`src/rtl/i2c_master_ctrl.sv`:
```
`default_nettype none
// ============================================================================
// Module      : i2c_master_ctrl
// Description : Byte-level I2C master bus controller. It executes one
//               START / STOP / WRITE / READ command at a time and drives
//               open-drain pull-low enables for SCL and SDA. Each SCL bit
//               period is four quarter phases of QTR_DIV clocks. The slave
//               can stretch the clock.
// Revision    : 1.0 - initial release
// ============================================================================
module i2c_master_ctrl #(
  parameter int unsigned QTR_DIV = 67
) (
  input  logic       clk_i,
  input  logic       rst_ni,
  input  logic       cmd_valid_i,
  output logic       cmd_ready_o,
  input  logic [1:0] cmd_i,
  input  logic [7:0] wdata_i,
  input  logic       mack_i,
  output logic [7:0] rdata_o,
  output logic       rx_ack_o,
  output logic       done_o,
  output logic       busy_o,
  output logic       scl_oe_o,
  output logic       sda_oe_o,
  input  logic       scl_i,
  input  logic       sda_i
);

  localparam logic [1:0]  c_cmd_start = 2'd0;
  localparam logic [1:0]  c_cmd_stop  = 2'd1;
  localparam logic [1:0]  c_cmd_write = 2'd2;
  localparam logic [1:0]  c_cmd_read  = 2'd3;
  localparam logic [15:0] c_qtr_last  = 16'(QTR_DIV - 1);

  typedef enum logic [2:0] {
    ST_IDLE  = 3'd0,
    ST_START = 3'd1,
    ST_STOP  = 3'd2,
    ST_BIT   = 3'd3,
    ST_DONE  = 3'd4
  } state_t;

  state_t      r_state;
  state_t      w_state_nxt;
  logic [15:0] r_qcnt;
  logic [1:0]  r_phase;
  logic [3:0]  r_bitcnt;
  logic [1:0]  r_cmd;
  logic [7:0]  r_wdata;
  logic        r_mack;
  logic [7:0]  r_shift;
  logic        r_ack_smp;
  logic [7:0]  r_rdata;
  logic        r_rx_ack;
  logic        r_scl_last;
  logic        r_sda_last;

  logic        w_accept;
  logic        w_active;
  logic        w_stall;
  logic        w_qtr_end;
  logic        w_scl_oe;
  logic        w_sda_oe;
  logic        w_data_bit;

  assign w_accept = cmd_valid_i && (r_state == ST_IDLE);
  assign w_active = (r_state == ST_START) || (r_state == ST_STOP) || (r_state == ST_BIT);

  // The slave may hold SCL low once we release it (bit phase 1, STOP phase 2).
  assign w_stall = (((r_state == ST_BIT) && (r_phase == 2'd1)) ||
                    ((r_state == ST_STOP) && (r_phase == 2'd2))) &&
                   !w_scl_oe && !scl_i;

  assign w_qtr_end = (r_qcnt == c_qtr_last) && !w_stall;

  // State register; reset aborts any command at once.
  always_ff @(posedge clk_i or negedge rst_ni) begin
    if (!rst_ni) begin
      r_state <= ST_IDLE;
    end else begin
      r_state <= w_state_nxt;
    end
  end

  // Next-state decode: a command runs until phase 3 of its last quarter ends.
  always_comb begin
    w_state_nxt = r_state;
    case (r_state)
      ST_IDLE: begin
        if (w_accept) begin
          case (cmd_i)
            c_cmd_start: w_state_nxt = ST_START;
            c_cmd_stop:  w_state_nxt = ST_STOP;
            default:     w_state_nxt = ST_BIT;
          endcase
        end
      end
      ST_START, ST_STOP: begin
        if (w_qtr_end && (r_phase == 2'd3)) w_state_nxt = ST_DONE;
      end
      ST_BIT: begin
        if (w_qtr_end && (r_phase == 2'd3) && (r_bitcnt == 4'd8)) w_state_nxt = ST_DONE;
      end
      ST_DONE: w_state_nxt = ST_IDLE;
      default: w_state_nxt = ST_IDLE;
    endcase
  end

  // Line drive per state and phase; outside a command the last levels persist.
  always_comb begin
    w_scl_oe   = r_scl_last;
    w_sda_oe   = r_sda_last;
    w_data_bit = r_wdata[3'd7 - r_bitcnt[2:0]];
    case (r_state)
      ST_START: begin
        w_scl_oe = r_phase[1];
        w_sda_oe = (r_phase != 2'd0);
      end
      ST_STOP: begin
        w_scl_oe = (r_phase == 2'd0);
        w_sda_oe = ~r_phase[1];
      end
      ST_BIT: begin
        w_scl_oe = (r_phase == 2'd0) || (r_phase == 2'd3);
        if (r_bitcnt == 4'd8) begin
          w_sda_oe = (r_cmd == c_cmd_read) ? ~r_mack : 1'b0;
        end else begin
          w_sda_oe = (r_cmd == c_cmd_write) ? ~w_data_bit : 1'b0;
        end
      end
      default: ;
    endcase
  end

  // Quarter/bit timing, command latching, SDA sampling and result registers.
  always_ff @(posedge clk_i or negedge rst_ni) begin
    if (!rst_ni) begin
      r_qcnt     <= 16'd0;
      r_phase    <= 2'd0;
      r_bitcnt   <= 4'd0;
      r_cmd      <= c_cmd_start;
      r_wdata    <= 8'h00;
      r_mack     <= 1'b1;
      r_shift    <= 8'h00;
      r_ack_smp  <= 1'b1;
      r_rdata    <= 8'h00;
      r_rx_ack   <= 1'b1;
      r_scl_last <= 1'b0;
      r_sda_last <= 1'b0;
    end else begin
      r_scl_last <= w_scl_oe;
      r_sda_last <= w_sda_oe;
      if (w_accept) begin
        r_cmd    <= cmd_i;
        r_wdata  <= wdata_i;
        r_mack   <= mack_i;
        r_qcnt   <= 16'd0;
        r_phase  <= 2'd0;
        r_bitcnt <= 4'd0;
      end else if (w_active) begin
        if (!w_stall) begin
          if (r_qcnt == c_qtr_last) begin
            r_qcnt  <= 16'd0;
            r_phase <= r_phase + 2'd1;
            if (r_phase == 2'd3) r_bitcnt <= r_bitcnt + 4'd1;
          end else begin
            r_qcnt <= r_qcnt + 16'd1;
          end
        end
        // SDA is sampled at the end of phase 1, while SCL is high.
        if ((r_state == ST_BIT) && (r_phase == 2'd1) && w_qtr_end) begin
          if (r_bitcnt == 4'd8) begin
            if (r_cmd == c_cmd_write) r_ack_smp <= sda_i;
          end else if (r_cmd == c_cmd_read) begin
            r_shift <= {r_shift[6:0], sda_i};
          end
        end
      end
      // Results become visible only when the command completes.
      if ((r_state == ST_BIT) && (w_state_nxt == ST_DONE)) begin
        if (r_cmd == c_cmd_read)  r_rdata  <= r_shift;
        if (r_cmd == c_cmd_write) r_rx_ack <= r_ack_smp;
      end
    end
  end

  assign cmd_ready_o = (r_state == ST_IDLE);
  assign busy_o      = ~cmd_ready_o;
  assign done_o      = (r_state == ST_DONE);
  assign scl_oe_o    = w_scl_oe;
  assign sda_oe_o    = w_sda_oe;
  assign rdata_o     = r_rdata;
  assign rx_ack_o    = r_rx_ack;

endmodule
`default_nettype wire

```
`config.mk`:
```
export PLATFORM = sky130hd
export DESIGN_NAME = i2c_master_ctrl
export DESIGN_NICKNAME = d
export VERILOG_FILES = /design/src/rtl/i2c_master_ctrl.sv
export SDC_FILE = /design/constraint.sdc
export NUM_CORES = 1
export LEC_CHECK = 0
export BUFFER_PORTS_ARGS = -buffer_cell sky130_fd_sc_hd__buf_2
export CAP_MARGIN = 40
export CORE_UTILIZATION = 36
export CTS_BUF_LIST = sky130_fd_sc_hd__clkbuf_16
export DETAILED_ROUTE_END_ITERATION = 16
export SETUP_SLACK_MARGIN = 0.4
export SLEW_MARGIN = 20
export SYNTH_ARGS = -nofsm -noshare
export SYNTH_HDL_FRONTEND = slang
export SYNTH_SLANG_ARGS = --single-unit
```
`constraint.sdc`:
```
create_clock -name clk_i -period 2.69 [get_ports clk_i]
set_clock_uncertainty 0.15 [all_clocks]
set_input_delay 0.1345 -clock clk_i [delete_from_list [all_inputs] [get_ports clk_i]]
set_output_delay 0.1345 -clock clk_i [all_outputs]
set_load 0.01 [all_outputs]
```
Word-level counts from Yosys, hierarchy flattened
Index checks and enable logic that the tools add are counted.
{ "word_totals": {"reg_bits": 56, "input_bits": 16, "out_inout_bits": 14, "elab_cells": 95} }
{ "op_classes": {"addsub": 4, "order_cmp": 1, "n_eq_ne": 14, "n_mux": 25, "bitwise_logic": 6, "reduce_logical": 32} }
{ "ops": {"columns": ["operator", "count"], "rows": [
  ["$mux 16", 4],
  ["$mux 4", 5],
  ["$add 16x1->16 const B", 1],
  ["$eq 16x7->1 const B", 1],
  ["$logic_and 1x1->1", 10],
  ["$reduce_and 5->1", 2],
  ["$mux 3", 3],
  ["$pmux 3 s3", 1],
  ["$eq 2x2->1 const B", 4],
  ["$mux 2", 4],
  ["$reduce_bool 2->1", 4],
  ["$eq 3x2->1 const B", 2],
  ["$eq 3x3->1 const B", 2],
  ["$not 1->1", 6],
  ["$pmux 1 s3", 2],
  ["$reduce_and 2->1", 3],
  ["$add 4x1->4 const B", 1],
  ["$eq 2x1->1 const B", 2],
  ["$eq 4x4->1 const B", 1],
  ["$logic_not 2->1", 2],
  ["$logic_or 1x1->1", 4],
  ["$lt 3x4->1 const B", 1],
  ["$mux 1", 4],
  ["$pmux 2 s2", 1],
  ["other kinds (10)", 12]
]} }

Longest topological paths before layout
Gate-level depths: netlist of the first run.
{ "logic_depth": {"ltp_word": 15, "depth_mapped": 9, "depth_no_buf": 7} }

Least setup slack after synthesis of the first run
Ideal clock, no wire load.
{ "synth_path": {"path_kind": "register to register", "from": "register r_phase[1]", "to": "register r_shift[0]", "setup_time_ns": 0.125, "arrival_time_ns": 2.039, "required_ns": 2.415, "path_slack_ns": 0.376, "path_stages_with_launch": 9, "path_buffers": 1, "period_less_slack_ns": 2.314, "path_cell_list": "dfrtp_1 > inv_1 > ha_1 > or2_1 > a2111oi_4 > nor2_1 > and4_1 > buf_2 > mux2_2"} }
{ "synth_between": {"elab_chain_cells": 10, "word_cells_on_any_way": 16, "classes_between": "3 x eq/ne; 1 x mux; 12 x reduce/logical"} }
{ "synth_lines": {"columns": ["element", "line_no", "rtl"], "rows": [
  ["from (decl)", "48", "logic [1:0] r_phase;"],
  ["from (signal assigned)", "166", "r_phase <= r_phase + 2'd1;"],
  ["$eq 2x2->1 or $logic_not 2->1 (tied branches)", "126, 122", null],
  ["$logic_or 1x1->1", "126", "w_scl_oe = (r_phase == 2'd0) || (r_phase == 2'd3);"],
  ["$pmux 1 s3", "116", "case (r_state)"],
  ["$logic_not 1->1", "74", "!w_scl_oe && !scl_i;"],
  ["$logic_and 1x1->1", "73", "((r_state == ST_STOP) && (r_phase == 2'd2))) &&"],
  ["$logic_and 1x1->1", "74", null],
  ["$logic_not 1->1", null, null],
  ["$logic_and 1x1->1", "76", "assign w_qtr_end = (r_qcnt == c_qtr_last) && !w_stall;"],
  ["$logic_and 1x1->1 (*)", "173", "if ((r_state == ST_BIT) && (r_phase == 2'd1) && w_qtr_end) begin"],
  ["$reduce_and 5->1 (no source line) (*)", null, null],
  ["to (signal assigned)", "177", "r_shift <= {r_shift[6:0], sda_i};"],
  ["to (decl)", "53", "logic [7:0] r_shift;"]
]} }
Mark *: on every way between the ends. The rest lies on a longest branch, timed or not.
A chain may end at the register's enable or synchronous reset.

Worst setup path in the final report of the first run
{ "layout_path": {"from": "register r_state[0]", "to": "register r_qcnt[13]"} }
{ "layout_between": {"elab_chain_cells": 7, "word_cells_on_any_way": 18, "classes_between": "4 x eq/ne; 2 x mux; 12 x reduce/logical"} }
{ "layout_lines": {"columns": ["element", "line_no", "rtl"], "rows": [
  ["from (decl)", "45", "state_t r_state;"],
  ["from (signal assigned)", "83", "r_state <= w_state_nxt;"],
  ["$eq 3x2->1, or another cell as far along", "69, 72, 116", null],
  ["$pmux 1 s3, or another cell as far along", "116", null],
  ["$logic_not 1->1 or $logic_or 1x1->1 (tied branches)", "74, 72", null],
  ["$logic_and 1x1->1", "73", null],
  ["$logic_and 1x1->1", "74", null],
  ["$ne 2x2->1 (no source line)", null, null],
  ["$reduce_and 2->1 (no source line)", null, null],
  ["to (signal assigned)", "169", "r_qcnt <= r_qcnt + 16'd1;"],
  ["to (decl)", "47", "logic [15:0] r_qcnt;"]
]} }
Several ways; a longest one is shown, not always the timed one.

==> impl_metrics.py, run 1 <==
metrics = {
    "critical_path": {
        "rrSetupSlack_ns": 0.47,
        "crit_chain": "buf_4, nor2_1, or2_1, or4_4, or3_1, a21oi_1",
        "end_kind": "register",
        "worstPathRequired_ns": 2.76,
        "arrival_ns": 2.29,
        "reg2regPathDepth": 6,
        "cp_slowest_cell": "or4_4",
        "r2r_end": "r_qcnt[13]$_DFFE_PN0P_",
        "reg2reg_from": "r_state[0]$_DFF_PN0_",
        "worst_setup_path_start_kind": "register",
        "slowest_delay_ns": 0.54,
        "critPathKind": "register to register",
        "path_max_fanout": 8,
    },
    "synth": {
        "synth.avg_cell_area_um2": 9.77,
        "synth_area_mm2": 0.00287,
        "synth_area_leaders": "dfrtp_1, mux2_2, nand2_1, a21oi_1, ha_1",
        "syn_inst": 294,
        "syn-num-nets": 318,
        "yosys.cell_types.count": 43,
        "yosysTopAreaCell": "dfrtp_1",
        "synth_top_area_share_pct": 46.2,
        "yosys_warnings": 0,
        "synth-seq-area-share_pct": 48.9,
        "yosys_register_bits": 56,
    },
    "clock_tree": {
        "clockBufferDepth": 2,
        "root_buffer": "clkbuf_16",
        "cts_tree": "done",
        "cts_buffers": 5,
        "insertion_delay_ns": 0.30,
        "clock_sinks": 56,
        "htreeDepth": 2,
        "clk_pin_slew_ns": 0.07,
    },
    "finish": {
        "multi_input_comb_area_mm2": 0.00148,
        "syn2layout_area_growth_pct": 27.4,
        "diodes": 0,
        "stdcell_area_mm2": 0.00366,
        "fill_cells": 718,
        "layout-drive-gt1-share_pct": 31.0,
        "finalNetCount": 375,
        "mostFrequentLayoutCell": "nand2_1",
        "regArea_mm2": 0.00141,
        "fin_util_pct": 47.3,
        "layout_common_cells": "nand2_1, dfrtp_1, buf_2, a21oi_1, buf_4",
    },
    "run": {
        "max_cap_viol_count": 0,
    },
    "floorplan": {
        "die_h_um": 91.3,
        "core_mm2": 0.00773,
        "die_x_um": 91.3,
        "start_util_pct": 37.2,
        "pin_count": 30,
        "rows": 32,
        "dieArea_mm2": 0.00834,
    },
    "global_routing": {
        "track_usage_pct": 16.7,
        "grt_max_degree": 57,
        "first_global_vias": 2354,
        "grt.overflow.total": 0,
        "grt_pass1_wl_um": 11200,
        "antenna_found_initial": 0,
    },
    "power": {
        "power_switching_uw": 592,
        "power.density_mw_per_mm2": 557,
        "p_leak_nw": 1.69,
        "max-vdd-ir-drop_mv": 0.250,
        "combPwrFrac_pct": 17.6,
        "p_clk_share_pct": 32.7,
        "power_mw": 2.04,
        "p_int_mw": 1.44,
        "swShare_pct": 29.1,
        "seqPwrFrac_pct": 49.7,
    },
    "hold_path": {
        "hold-path-cell-count": 5,
        "worst_hold_path_type": "primary input to register",
        "holdCritStartpoint": "cmd_valid_i",
        "hold_end": "r_mack$_DFFE_PN1P_",
    },
    "detailed_routing": {
        "drc": 0,
        "drt_iter0_drc": 98,
        "wl_per_cell_um": 14.0,
        "vias": 2364,
        "ant_nets": 0,
        "first_pass_iters": 4,
        "avgViaCountPerCell": 5.21,
        "routed_wl_um": 6360,
    },
    "place": {
        "portBuffers": 29,
        "hpwl_um": 4290,
        "gp_congestion": 0.811,
        "place_area_mm2": 0.00318,
    },
    "timing": {
        "rsz0062_at_grt": "yes",
        "setup_viol": 0,
        "slew_violations": 0,
        "final_hold_viol_count": 0,
        "maxSlewHeadroom_pct": 52.9,
        "max_freq_ghz": 0.450,
        "worst_pin_slew_ns": 0.707,
        "fin_tns_setup_ns": 0,
        "fin_crit_ns": 2.22,
        "period_share_pct": 82.5,
    },
    "run_status": {
        "status": "completed",
    },
}
## routing by layer
metal	wire length, um	global-route usage [%]
met2	3090	28.3
met3	128	3.02
met4	79	5.29
met5	0	0
met1	3060	21.7
## flip-flops by register name, summed over array words and instances, names as in the netlist
register,flops
r_ack_smp,1
r_bitcnt,4
r_cmd,2
r_mack,1
r_phase,2
r_qcnt,16
r_scl_last,1
r_sda_last,1
r_shift,8
r_state,3
r_wdata,8
rdata_o,8
rx_ack_o,1
## timing repair
action,4_1_cts,5_1_grt
endpoints found under the hold margin,66,0
pin swaps,2,11
gates resized for setup,9,24
hold buffers,13,0
gates cloned,0,0
endpoints found under the setup margin,34,41
setup buffers,5,4
## area by class of cell
type	instances	share of cell area, %
multi-input combinational	212	40.4
sequential	56	38.6
timing repair buffer	63	12.0
tap	102	3.49
clock buffer	5	3.42
inverter	13	1.33
clock inverter	3	0.718
## synth_stat cells
master,n
nor3b_1,1
nand2b_1,1
o31ai_1,2
mux2_2,18
or2_2,1
o32ai_1,4
nand3b_1,1
nand3_1,13
or3_1,11
or4_4,1
a2111o_1,2
buf_1,2
o2111a_1,1
nor2_1,12
and4_1,3
buf_4,1
nand4_2,1
or2_1,2
inv_1,13
nand2_1,54
xnor2_1,2
nor2b_1,2
mux2i_1,2
and3_1,1
a2111oi_4,1
and2_1,2
nand4_1,5
xor2_1,1
mux4_2,2
a2bb2oi_1,1
a311o_1,1
o21ai_0,16
ha_1,8
nor3_1,7
clkbuf_1,5
nor4_1,3
dfstp_2,3
or4_1,4
a31oi_1,1
dfrtp_1,53
nor4bb_1,1
buf_2,5
a21oi_1,24
## power by group through the flow
stage,registers (mW),logic [mW],clock network (mW)
after floorplan,0.999,0.179,0
after global placement,1.01,0.292,0
after detailed placement,1.01,0.294,0
after CTS,0.996,0.328,0.688
after global routing,1.02,0.406,0.717
final,1.01,0.358,0.667
## kinds of logic (layout without fill, tap and decap cells)
group	Yosys count	after routing	share of synthesized area (%)
multiplexers	22	22	9.32
XOR/XNOR	3	3	0.915
flip-flops	56	56	48.9
buffers and inverters	26	84	3.75
adder cells (fa/ha/maj)	8	8	3.49
AND/OR/NAND/NOR	126	126	21.9
AO/OA/AOI/OAI	53	53	11.7
## critical path: cells and delay by family (launching register included)
family	cells	cell delay, ns
simple gates	4	1.17
flops	1	0.48
buf+inv	1	0.18
compound gates	1	0.16
## how the worst max path moves through the flow
stage | end | from | depth (start not counted) | slack, ns
final | r_qcnt[13]$_DFFE_PN0P_ | r_state[0]$_DFF_PN0_ | 6 | 0.47
after global routing | r_qcnt[13]$_DFFE_PN0P_ | r_qcnt[7]$_DFFE_PN0P_ | 5 | 0.39
after CTS | r_qcnt[13]$_DFFE_PN0P_ | r_phase[1]$_DFFE_PN0P_ | 7 | 0.41
after detailed placement | r_qcnt[8]$_DFFE_PN0P_ | r_phase[1]$_DFFE_PN0P_ | 7 | 0.19
after global placement | r_qcnt[9]$_DFFE_PN0P_ | r_phase[1]$_DFFE_PN0P_ | 7 | 0.26
after floorplan | r_shift[0]$_DFFE_PN0P_ | r_phase[1]$_DFFE_PN0P_ | 8 | 0.40
## stage by stage
stage                     hold WS (ns)  setup WS, ns  std cells
final                            0.169         0.470        454
after global routing             0.208         0.388        454
after CTS                        0.159         0.409        450
after detailed placement         0.176         0.188        424
after global placement           0.175         0.260        424
after floorplan                 -0.311         0.405        294
Note: power is estimated with default switching activity, not from simulation.
==> run 2, diff against run 1 <==
==> constraint.sdc (replaced) <==
create_clock -name clk_i -period 2.1 [get_ports clk_i]
set_clock_uncertainty 0.15 [all_clocks]
set_input_delay 0.105 -clock clk_i [delete_from_list [all_inputs] [get_ports clk_i]]
set_output_delay 0.105 -clock clk_i [all_outputs]
set_load 0.01 [all_outputs]
==> impl_metrics.py, run 2 (synthesis gave the netlist of run 1 again) <==
metrics = {
    "run_status": {
        "status": "finished, violations left",
        "violations": "negative setup slack",
    },
    "floorplan": {
        "rows": 32,
        "die_h_um": 91.3,
        "core_mm2": 0.00773,
        "dieArea_mm2": 0.00834,
        "pin_count": 30,
        "start_util_pct": 37.2,
        "die_x_um": 91.3,
    },
    "critical_path": {
        "slowest_delay_ns": 0.51,
        "path_buf_inv": 2,
        "crit_chain": "inv_2, ha_4, or2_4, a2111o_1, nand4_1, buf_4, o21ai_0, a21oi_1",
        "end_kind": "register",
        "rrSetupSlack_ns": -0.13,
        "path_max_fanout": 5,
        "path_delay_family": "compound AO/OA/AOI/OAI gates",
        "cp_slowest_cell": "a2111o_1",
        "worstPathRequired_ns": 2.17,
        "critPathKind": "register to register",
        "worst_setup_path_start_kind": "register",
        "arrival_ns": 2.30,
    },
    "finish": {
        "fill_cells": 657,
        "fin_cells": 520,
        "finalNetCount": 441,
        "syn2layout_area_growth_pct": 56.0,
        "layout_common_cells": "buf_4, dfrtp_1, nand2_1, buf_2, buf_6",
        "top_register": "r_qcnt",
        "layout-drive-gt1-share_pct": 50.5,
        "largest_reg_flops": 16,
        "diodes": 0,
        "mostFrequentLayoutCell": "buf_4",
    },
    "timing": {
        "max_freq_ghz": 0.449,
        "rsz0062_at_grt": "yes",
        "setup_viol": 37,
        "worst_pin_slew_ns": 0.373,
        "maxSlewHeadroom_pct": 74.9,
        "setup_ws_ns": -0.125,
        "slew_violations": 0,
        "period_share_pct": 106,
        "final_hold_viol_count": 0,
        "fin_crit_ns": 2.23,
        "fin_hold_ws_ns": 0.0549,
    },
    "place": {
        "hpwl_um": 4930,
        "portBuffers": 29,
        "gp_congestion": 0.793,
        "place_inst": 470,
    },
    "global_routing": {
        "grt.overflow.total": 0,
        "first_global_vias": 2661,
        "track_usage_pct": 18.9,
        "grt_max_degree": 30,
        "antenna_found_initial": 0,
        "grt_pass1_wl_um": 12500,
    },
    "clock_tree": {
        "insertion_delay_ns": 0.29,
        "clk_pin_slew_ns": 0.08,
        "cts_tree": "done",
        "cts_buffers": 5,
        "root_buffer": "clkbuf_16",
        "clock_sinks": 56,
        "htreeDepth": 2,
        "clockBufferDepth": 2,
    },
    "detailed_routing": {
        "avgViaCountPerCell": 5.01,
        "wl_per_cell_um": 14.5,
        "first_pass_iters": 4,
        "routed_wl_um": 7530,
        "drc": 0,
        "vias": 2605,
        "drt_iter0_drc": 55,
        "ant_nets": 0,
    },
    "power": {
        "p_leak_nw": 2.10,
        "power.density_mw_per_mm2": 657,
        "power_mw": 2.94,
        "max-vdd-ir-drop_mv": 0.564,
    },
    "hold_path": {
        "worst_hold_path_type": "primary input to asynchronous set/reset pin",
    },
    "run": {
        "max_cap_viol_count": 0,
    },
}
-- run 2: where the power goes --
group	switching, mW	internal (mW)	total, mW
Combinational	0.376	0.455	0.831
Sequential	0.0909	1.16	1.25
Clock	0.409	0.448	0.857
-- run 2: final timing paths --
| check | start | end | cells after the start |
|---|---|---|---|
| setup / recovery | r_phase[1]$_DFFE_PN0P_ | r_bitcnt[2]$_DFFE_PN0P_ | 8 |
| hold / removal | rst_ni | r_state[2]$_DFF_PN0_ | 2 |
| hold reg to reg | r_mack$_DFFE_PN1P_ | r_mack$_DFFE_PN1P_ | 2 |
| min in group clk_i | cmd_valid_i | r_mack$_DFFE_PN1P_ | 5 |
| setup reg to reg | r_phase[1]$_DFFE_PN0P_ | r_bitcnt[2]$_DFFE_PN0P_ | 8 |
| max in group asynchronous | rst_ni | r_mack$_DFFE_PN1P_ | 3 |
-- run 2: per-stage QoR --
step | TNS, ns | instance area [um^2] | worst slack [ns] | utilization (%)
after floorplan | -0.822 | 3010 | -0.0571 | -
after global placement | -1.69 | 3630 | -0.156 | 47.0
after detailed placement | -3.34 | 3630 | -0.161 | 47.0
after CTS | -2.12 | 4270 | -0.111 | 55.2
after global routing | -6.18 | 4480 | -0.226 | 58.0
final | -2.64 | 4480 | -0.125 | 58.0
-- run 2: routing by layer --
metal	up-vias	part of all wire, %	track usage (%)
met5	-	0	0
met4	0	1.2	6.61
met3	6	2.2	3.18
met2	43	50	31.9
met1	1269	46	24.6
li1	1287	-	-
-- run 2: worst reg2reg max path, delay by kind of cell, from the launching register on --
family                   cells  cell delay, ns
AO/OA/AOI/OAI                3            0.72
buffers and inverters        2            0.23
adder cells (fa/ha/maj)      1            0.16
flip-flops                   1            0.39
AND/OR/NAND/NOR              2            0.50
-- run 2: layout make-up --
type                       instances  area [um^2]  share of cell area, %
timing repair buffer             129         1030                   23.0
tap                              102          128                   2.85
clock inverter                     3         22.5                  0.503
sequential                        56         1410                   31.4
clock buffer                       5          125                   2.79
multi-input combinational        212         1720                   38.3
inverter                          13         48.8                   1.09
-- run 2: timing repair --
action	4_1_cts	5_1_grt
gates resized for setup	56	28
cloned	0	0
pin swaps	22	23
setup endpoints to repair	57	54
hold endpoints to repair	68	0
setup buffers	16	13
hold buffers	13	0
==> run 3, diff against run 2 <==
==> constraint.sdc (replaced) <==
create_clock -name clk_i -period 2.1 [get_ports clk_i]
set_clock_uncertainty 0.15 [all_clocks]
set_input_delay 0.525 -clock clk_i [delete_from_list [all_inputs] [get_ports clk_i]]
set_output_delay 0.525 -clock clk_i [all_outputs]
set_load 0.01 [all_outputs]
==> impl_metrics.py, run 3 (synthesis gave the netlist of run 1 again) <==
metrics = {
    "clock_tree": {
        "clock_sinks": 56,
        "cts_buffers": 5,
        "cts_tree": "done",
        "clk_pin_slew_ns": 0.07,
        "root_buffer": "clkbuf_16",
        "htreeDepth": 2,
        "clockBufferDepth": 2,
        "hold_buffers": 0,
        "insertion_delay_ns": 0.29,
    },
    "detailed_routing": {
        "drc": 0,
        "routed_wl_um": 7890,
        "avgViaCountPerCell": 5.18,
        "drt_iter0_drc": 133,
        "ant_nets": 0,
        "wl_per_cell_um": 15.3,
        "vias": 2671,
        "first_pass_iters": 4,
    },
    "timing": {
        "slew_violations": 0,
        "fin_hold_ws_ns": 0.129,
        "rsz0062_at_grt": "yes",
        "maxSlewHeadroom_pct": 52.0,
        "max_freq_ghz": 0.393,
        "fin_crit_ns": 2.55,
        "setup_viol": 42,
        "worst_pin_slew_ns": 0.720,
        "setup_ws_ns": -0.446,
        "period_share_pct": 121,
        "final_hold_viol_count": 0,
    },
    "power": {
        "p_leak_nw": 2.18,
        "power.density_mw_per_mm2": 632,
        "max-vdd-ir-drop_mv": 0.523,
    },
    "finish": {
        "layout-drive-gt1-share_pct": 56.3,
        "mostFrequentLayoutCell": "buf_4",
        "largest_reg_flops": 16,
        "regArea_mm2": 0.00141,
        "multi_input_comb_area_mm2": 0.00183,
        "syn2layout_area_growth_pct": 61.3,
        "layout_common_cells": "buf_4, dfrtp_1, nand2_1, buf_6, buf_2",
        "top_register": "r_qcnt",
        "diodes": 0,
        "finalNetCount": 437,
        "stdcell_area_mm2": 0.00463,
        "fill_cells": 650,
    },
    "critical_path": {
        "worst_setup_path_start_kind": "register",
        "crit_chain": "buf_6, mux4_2, nor3b_2, a21oi_1, a31oi_4, buf_6",
        "critPathKind": "register to output port",
        "rrSetupSlack_ns": -0.25,
        "cp_slowest_cell": "mux4_2",
        "arrival_ns": 1.87,
        "slowest_delay_ns": 0.51,
        "cpMostUsedCell": "buf_6",
        "path_max_fanout": 3,
        "worstPathRequired_ns": 1.42,
        "end_kind": "output port",
    },
    "place": {
        "gp_congestion": 0.827,
        "hpwl_um": 5090,
        "portBuffers": 29,
        "place_area_mm2": 0.00370,
        "place_ws_ns": -0.205,
    },
    "floorplan": {
        "die_h_um": 91.3,
        "start_util_pct": 37.2,
        "die_x_um": 91.3,
        "dieArea_mm2": 0.00834,
        "rows": 32,
        "core_mm2": 0.00773,
        "pin_count": 30,
    },
    "hold_path": {
        "worst_hold_path_type": "primary input to asynchronous set/reset pin",
    },
    "global_routing": {
        "grt.overflow.total": 0,
        "grt_max_degree": 29,
        "met3_usage_pct": 3.77,
        "grt-busiest-layer": "met2",
        "grtUsageMet2_pct": 33.3,
        "grt_pass1_wl_um": 13100,
        "track_usage_pct": 19.8,
        "first_global_vias": 2727,
        "grt_util_met1_pct": 26.0,
        "antenna_found_initial": 0,
    },
    "run_status": {
        "status": "finished, violations left",
        "violations": "negative setup slack",
    },
    "run": {
        "max_cap_viol_count": 0,
    },
}
run 3: path summary, 6_finish.rpt:
check	from	end	cells past startpoint
worst max-delay path	r_bitcnt[0]$_DFFE_PN0P_	sda_oe_o	6
worst min-delay path	rst_ni	r_phase[1]$_DFFE_PN0P_	1
worst max register to register	r_phase[0]$_DFFE_PN0P_	r_bitcnt[2]$_DFFE_PN0P_	9
worst min register to register	r_mack$_DFFE_PN1P_	r_mack$_DFFE_PN1P_	2
max in group asynchronous	rst_ni	rdata_o[7]$_DFFE_PN0P_	2
min in group clk_i	mack_i	r_mack$_DFFE_PN1P_	3
run 3: final cells by class:
| class | count | share of cell area, % |
|---|---|---|
| Multi-Input combinational cell | 213 | 39.4 |
| Sequential cell | 56 | 30.4 |
| Timing Repair Buffer | 124 | 23.2 |
| Tap cell | 102 | 2.76 |
| Clock buffer | 5 | 2.70 |
| Inverter | 13 | 1.05 |
| Clock inverter | 3 | 0.432 |
run 3: critical path: cells and delay by family, from the launching register on:
kind,cells,cell delay [ns]
multiplexers,1,0.51
AO/OA/AOI/OAI,2,0.27
buffers and inverters,2,0.24
flip-flops,1,0.40
AND/OR/NAND/NOR,1,0.16
run 3: what timing repair did:
item                                    in CTS  in global routing
pin swaps                                   33                 16
gates resized for setup                     69                 60
endpoints found under the setup margin      60                 60
buffers inserted                            19                 10
gates cloned                                 1                  1
run 3: through the flow:
stage	power, mW	util [%]	setup TNS [ns]	instances
2_1_floorplan	1.56	-	-0.860	294
3_3_place_gp	1.84	47.9	-2.81	477
3_5_place_dp	1.85	47.9	-3.75	477
4_1_cts	2.82	55.2	-2.79	505
5_1_grt	3.07	59.9	-10.66	516
6_report	2.93	59.9	-7.02	516
run 3: metal layers:
metal / up-vias / share of wire (%) / routed length [um]
met4: 0 / 1.7 / 133
met1: 1326 / 46 / 3600
met2: 51 / 50 / 3910
li1: 1283 / - / -
met5: - / 0 / 0
met3: 11 / 3.2 / 249
run 3: power by group:
part           internal [mW]  total [mW]  switching, mW
sequential              1.16        1.26         0.0939
combinational          0.460       0.829          0.369
clock                  0.441       0.840          0.399
total                   2.06        2.93          0.862
